==> src/rtl/regfile_wb_arbiter.sv <==
// Writeback front-end for the integer register file: two buffered producers,
// round-robin merged into one registered write per cycle, plus RAW pending lookup.
module regfile_wb_arbiter #(
  parameter int DEPTH  = 2,
  parameter int ADDR_W = 5,
  parameter int DATA_W = 32
) (
  input  logic              CLK,
  input  logic              RST,
  input  logic              src0_valid,
  output logic              src0_ready,
  input  logic [ADDR_W-1:0] src0_rd,
  input  logic [DATA_W-1:0] src0_data,
  input  logic              src1_valid,
  output logic              src1_ready,
  input  logic [ADDR_W-1:0] src1_rd,
  input  logic [DATA_W-1:0] src1_data,
  output logic [ADDR_W-1:0] rf_addr,
  output logic [DATA_W-1:0] rf_data,
  output logic              rf_we,
  input  logic [ADDR_W-1:0] chk_addr_1,
  input  logic [ADDR_W-1:0] chk_addr_2,
  output logic              chk_pend_1,
  output logic              chk_pend_2,
  output logic              idle
);
  localparam int PW = $clog2(DEPTH);
  localparam int CW = PW + 1;
  localparam logic [CW-1:0] FULL_CNT = CW'(DEPTH);

  logic [1:0]             in_valid, in_ready, push, pop, not_empty, hit1, hit2;
  logic [1:0][ADDR_W-1:0] in_rd, head_rd;
  logic [1:0][DATA_W-1:0] in_data, head_data;

  logic              rr_q, rr_d;
  logic [ADDR_W-1:0] rf_addr_q, rf_addr_d;
  logic [DATA_W-1:0] rf_data_q, rf_data_d;
  logic              rf_we_q, rf_we_d;

  assign in_valid = {src1_valid, src0_valid};
  assign in_rd    = {src1_rd, src0_rd};
  assign in_data  = {src1_data, src0_data};

  for (genvar s = 0; s < 2; s++) begin : g_fifo
    logic [ADDR_W-1:0] mem_rd_q   [DEPTH];
    logic [DATA_W-1:0] mem_data_q [DEPTH];
    logic [PW-1:0]     wptr_q, rptr_q;
    logic [CW-1:0]     cnt_q;
    logic [DEPTH-1:0]  occ;
    logic              h1, h2;

    // Ready depends only on occupancy, so a full FIFO refuses even while draining.
    assign not_empty[s] = (cnt_q != '0);
    assign in_ready[s]  = (cnt_q != FULL_CNT) && !RST;
    assign push[s]      = in_valid[s] && in_ready[s];
    assign head_rd[s]   = mem_rd_q[rptr_q];
    assign head_data[s] = mem_data_q[rptr_q];
    assign hit1[s]      = h1;
    assign hit2[s]      = h2;

    always_ff @(posedge CLK or posedge RST) begin
      if (RST) begin
        wptr_q <= '0;
        rptr_q <= '0;
        cnt_q  <= '0;
      end else begin
        if (push[s]) wptr_q <= wptr_q + PW'(1);
        if (pop[s])  rptr_q <= rptr_q + PW'(1);
        cnt_q <= cnt_q + CW'(push[s]) - CW'(pop[s]);
      end
    end

    always_ff @(posedge CLK) begin
      if (push[s]) begin
        mem_rd_q[wptr_q]   <= in_rd[s];
        mem_data_q[wptr_q] <= in_data[s];
      end
    end

    // An entry is live when its distance from the read pointer is below the count.
    always_comb begin
      occ = '0;
      h1  = 1'b0;
      h2  = 1'b0;
      for (int i = 0; i < DEPTH; i++) begin
        occ[i] = ({1'b0, PW'(i) - rptr_q} < cnt_q);
        if (occ[i] && (mem_rd_q[i] == chk_addr_1)) h1 = 1'b1;
        if (occ[i] && (mem_rd_q[i] == chk_addr_2)) h2 = 1'b1;
      end
    end
  end

  always_comb begin
    rr_d      = rr_q;
    rf_addr_d = rf_addr_q;
    rf_data_d = rf_data_q;
    pop       = not_empty;
    if (not_empty == 2'b11) begin
      pop  = rr_q ? 2'b10 : 2'b01;
      rr_d = ~rr_q;
    end
    if (pop[1]) begin
      rf_addr_d = head_rd[1];
      rf_data_d = head_data[1];
    end else if (pop[0]) begin
      rf_addr_d = head_rd[0];
      rf_data_d = head_data[0];
    end else begin
      rf_addr_d = rf_addr_q;
      rf_data_d = rf_data_q;
    end
    rf_we_d = (|pop) && (rf_addr_d != '0);
  end

  always_ff @(posedge CLK or posedge RST) begin
    if (RST) begin
      rr_q      <= 1'b0;
      rf_addr_q <= '0;
      rf_data_q <= '0;
      rf_we_q   <= 1'b0;
    end else begin
      rr_q      <= rr_d;
      rf_addr_q <= rf_addr_d;
      rf_data_q <= rf_data_d;
      rf_we_q   <= rf_we_d;
    end
  end

  assign src0_ready = in_ready[0];
  assign src1_ready = in_ready[1];
  assign rf_addr    = rf_addr_q;
  assign rf_data    = rf_data_q;
  assign rf_we      = rf_we_q;
  assign chk_pend_1 = (chk_addr_1 != '0) && ((|hit1) || (rf_we_q && (rf_addr_q == chk_addr_1)));
  assign chk_pend_2 = (chk_addr_2 != '0) && ((|hit2) || (rf_we_q && (rf_addr_q == chk_addr_2)));
  assign idle       = (not_empty == 2'b00) && !rf_we_q;
endmodule

==> config.mk <==
export PLATFORM = sky130hd
export DESIGN_NAME = regfile_wb_arbiter
export DESIGN_NICKNAME = d
export VERILOG_FILES = /design/src/rtl/regfile_wb_arbiter.sv
export SDC_FILE = /design/constraint.sdc
export NUM_CORES = 1
export LEC_CHECK = 0
export BUFFER_PORTS_ARGS = -buffer_cell sky130_fd_sc_hd__clkbuf_2
export CORE_UTILIZATION = 30
export CTS_CLUSTER_SIZE = 30
export DETAILED_ROUTE_END_ITERATION = 8
export PLACE_DENSITY = 0.59
export SYNTH_ARGS = -nofsm -noshare
export SYNTH_HDL_FRONTEND = slang
export SYNTH_SLANG_ARGS = --single-unit
==> constraint.sdc <==
create_clock -name CLK -period 3.11 [get_ports CLK]
set_input_delay 0.311 -clock CLK [delete_from_list [all_inputs] [get_ports CLK]]
set_output_delay 0.311 -clock CLK [all_outputs]
set_load 0.02 [all_outputs]
==> run summary <==
The via count of the first global-routing pass is between 5,000 and 6,000. At the end of the flow, the number of nets in the layout was 793. The clock slew at the register clock pins of the worst setup and hold paths is roughly 0.070 ns. The ratio of routed vias to standard cells came out at 4.88.

The count of mapped cells out of synthesis came out at just under 600. The tightest min-delay check is of the in2async type. The most frequent cell on the critical path is a21oi_1. The count of synthesis-stage warnings from yosys came out at 0. The clock buffer count from CTS came out at 17. On the critical path the largest part of the delay comes from compound AO/OA/AOI/OAI gates. The share of post-route cells with drive strength above 1 came out at 0.311. The total congestion overflow after global routing is 0. The routability congestion estimate came out at between 0.8 and 0.9. The count of endpoints failing hold in the final timing report came out at 1. The number of inserted filler cells in the final layout came out at ~2,500. Among all stages on the critical path, the largest delay is contributed by dfrtp_2. The setup clock skew after layout is 0.0158 ns. The net count after synthesis came out at between 600 and 700. The wire length on met2 is ~10000 um. Across every metal layer, demand over resource in global routing totals 0.147. The clock period minus final worst setup slack came out at ~2.9 ns. The synthesized flop and latch total is about 200. Buffers inserted to repair hold after CTS numbered 0.

In this run the count of I/O pins placed on the die edge is between 100 and 150. The relative slew slack is 0.479. The placed wire-length estimate is between 10,000 and 15,000 um. Once layout is done, the placed cells without fillers occupy slightly below 10,000 um2. The buffers plus inverters on the worst setup path is 2. TritonCTS built the clock tree. The initial standard-cell utilization of the core is 0.305. The worst setup path category is reg2out. The final number of setup-violating endpoints is 0.

The signal on the critical path passes through inv_1, a21oi_1, or4_1, o311a_1, a21oi_1, clkbuf_2. The number of port buffers is 130. The sum of routed wire length over all layers came out at around 20,000 um. Setup repair after global routing left no endpoint under its margin. The mean routed wirelength per cell is about 19 um. In this run the top signal layer used is met4. The die footprint came out at approximately 28,000 um2.

The final reports fail on negative hold slack. The growth of design area from synthesis to finish is 20.0%. The repair_antennas step left the layout with diodes totalling 0. The first-pass GRT wire length is roughly 31,000 um. Post-CTS timing repair inserted 0 buffers for setup. The number of design rule violations left after detail routing is 0. The max capacitance violation total is 0. The number of distinct library cells after synthesis is 33.

The deepest level of the CTS H-tree came out at 4. The share of the clock period used by the worst path after layout came out at 0.923. STA classifies the critical path startpoint as a flip-flop. The overall die width is 168 um.

The final hold slack is -0.00351 ns. No sink is reached through more buffers than the 2 on the longest clock path. In this run, the number of DRC markers left after iteration 0 of detailed routing was ~220. The total number of vias came out at 5,151.

Dividing the synthesized area by the synthesized cell count gives 14.2 um2. The endpoint arrival time on the critical path is 2.56 ns. The clock latency of the later-clocked register in the worst-skew pair is approximately 0.43 ns.

The setup TNS came out at 0 ns. The number of pins exceeding their max-slew limit in the final report is 0. STA classifies the critical path endpoint as a primary output. The tree is rooted in a clkbuf_16. The remaining antenna violation count is 0.

The run finished, with violations left. In this run, post-CTS repair resized a total of 0 instances. The delay contributed by the slowest stage of the critical path came out at about 0.6 ns. The maximum fanout count along the critical path is 20. The data required time of the worst path is 2.80 ns. The upper clock frequency limit is approximately 350 MHz. The die is roughly 170 um tall.

The leakage power figure is between 3 and 4 nW. The initial antenna violation count is 0. The maximum number of pins on one net before global-route repair came out at 42.

Detailed routing placed a total of between 900 and 1000 um of wire on met3. Summed over all instances, the cell type with the most area after synthesis is edfxtp_1. In this run the cell area of the synthesized design comes to about 8200 um2. By area the synthesized netlist is led by edfxtp_1 (54%), dfrtp_1 (14%), mux2_2 (5.1%), mux2i_1 (4.5%), xor2_1 (3.4%). The first TritonRoute pass finished after 4 iterations. The maximum VDD drop came out at just over 0.4 mV. The placeable core area came out at ~27,000 um2. The routed length on met1 came out at ~9000 um. The cell area after placement is a little over 9000 um2. The power density normalized to cell area came out at between 900 and 1000 nW/um2. The number of rows created at floorplan is 60. The number of clock sinks came out at between 150 and 200.

The transition time at the pin with the least slew margin is around 0.78 ns. The share of the synthesized area in the top cell type is 0.540. For this run, the register share of the synthesized area comes to 0.683.
[logic make-up after synthesis]
| group | after synthesis | synth area share |
|---|---|---|
| buffers and inverters | 49 | 0.0245 |
| flip-flops | 195 | 0.683 |
| AND/OR/NAND/NOR | 76 | 0.0433 |
| XOR/XNOR | 59 | 0.0628 |
| AO/OA/AOI/OAI | 121 | 0.0844 |
| adder cells (fa/ha/maj) | 4 | 0.00608 |
| multiplexers | 74 | 0.0957 |
[stage by stage]
step | std cells | utilization | hold slack, ns | power (mW) | setup WS [ns]
detailed placement | 1023 | 0.345 | 0.502 | 7.42 | 0.704
global route | 1055 | 0.366 | 0.0375 | 10.0 | 0.137
floorplan | 578 | - | 0.410 | 6.27 | 0.0439
global placement | 1023 | 0.345 | 0.498 | 7.34 | 0.710
CTS | 1055 | 0.366 | 0.0370 | 9.59 | 0.232
finish | 1055 | 0.366 | -0.00351 | 9.46 | 0.239
[synthesized netlist by cell type (all sizes together)]
cell,count
dfrtp,47
o21ai,34
nand2,36
buf,13
mux2i,37
a2bb2oi,1
nor2,6
inv,10
a211o,4
edfxtp,148
a31oi,2
mux2,37
and3,2
nor4,4
a21oi,42
o311a,1
nor3,15
or4,6
a211oi,4
nand4,3
o22ai,33
nand3,2
or2,2
clkbuf,26
xor2,32
xnor2,27
ha,4
[report_power, final]
part	switching, mW	total, mW	internal (mW)
sequential	0.522	3.95	3.42
clock	1.02	2.15	1.13
combinational	2.04	3.36	1.32
total	3.59	9.46	5.87
[worst paths after layout]
check | startpoint | end | slack, ns | cells after the start
setup / recovery | g_fifo[1].rptr_q | chk_pend_2 | 0.24 | 6
setup reg to reg | g_fifo[0].rptr_q | rf_we | 0.76 | 5
min in group CLK | src0_data[14] | g_fifo[0].mem_data_q[0][14] | 0.07 | 1
hold / removal | RST | rf_addr[2] | -0.004 | 2
max in group asynchronous | RST | g_fifo[0].rptr_q | 2.28 | 3
hold reg to reg | g_fifo[0].wptr_q | g_fifo[0].wptr_q | 0.54 | 1
[sequential cells by signal, summed over array words and instances (netlist names)]
name               count
g_fifo.wptr_q          2
g_fifo.cnt_q           4
g_fifo.mem_data_q    128
g_fifo.mem_rd_q       20
rf_data               32
rr_q                   1
rf_addr                5
g_fifo.rptr_q          2
rf_we                  1
[layout by cell type, fill, tap and decap left out, types with 8 or more instances in the layout]
cell and n:
nor3_1 15, nand2_1 36, xnor2_1 27, clkbuf_16 17, mux2i_1 37, inv_1 8
dfrtp_1 44, buf_4 11, clkbuf_2 130, o22ai_1 33, mux2_2 37, a21oi_1 42
xor2_1 32, edfxtp_1 148, o21ai_0 33
[area by class of cell]
class / count / area (um2) / area share
sequential: 195 / 5620 / 0.570
multi-input combinational: 334 / 2430 / 0.246
timing repair buffer: 143 / 773 / 0.0783
clock buffer: 18 / 429 / 0.0435
tap: 341 / 427 / 0.0432
clock inverter: 14 / 149 / 0.0151
inverter: 10 / 37.5 / 0.00380
[routing by layer]
| metal | up-vias | GRT usage |
|---|---|---|
| met5 | - | 0 |
| met4 | 0 | 0.0439 |
| met3 | 18 | 0.0352 |
| met2 | 149 | 0.247 |
| met1 | 2570 | 0.188 |
| li1 | 2414 | - |
(Power assumes the default switching activity.)
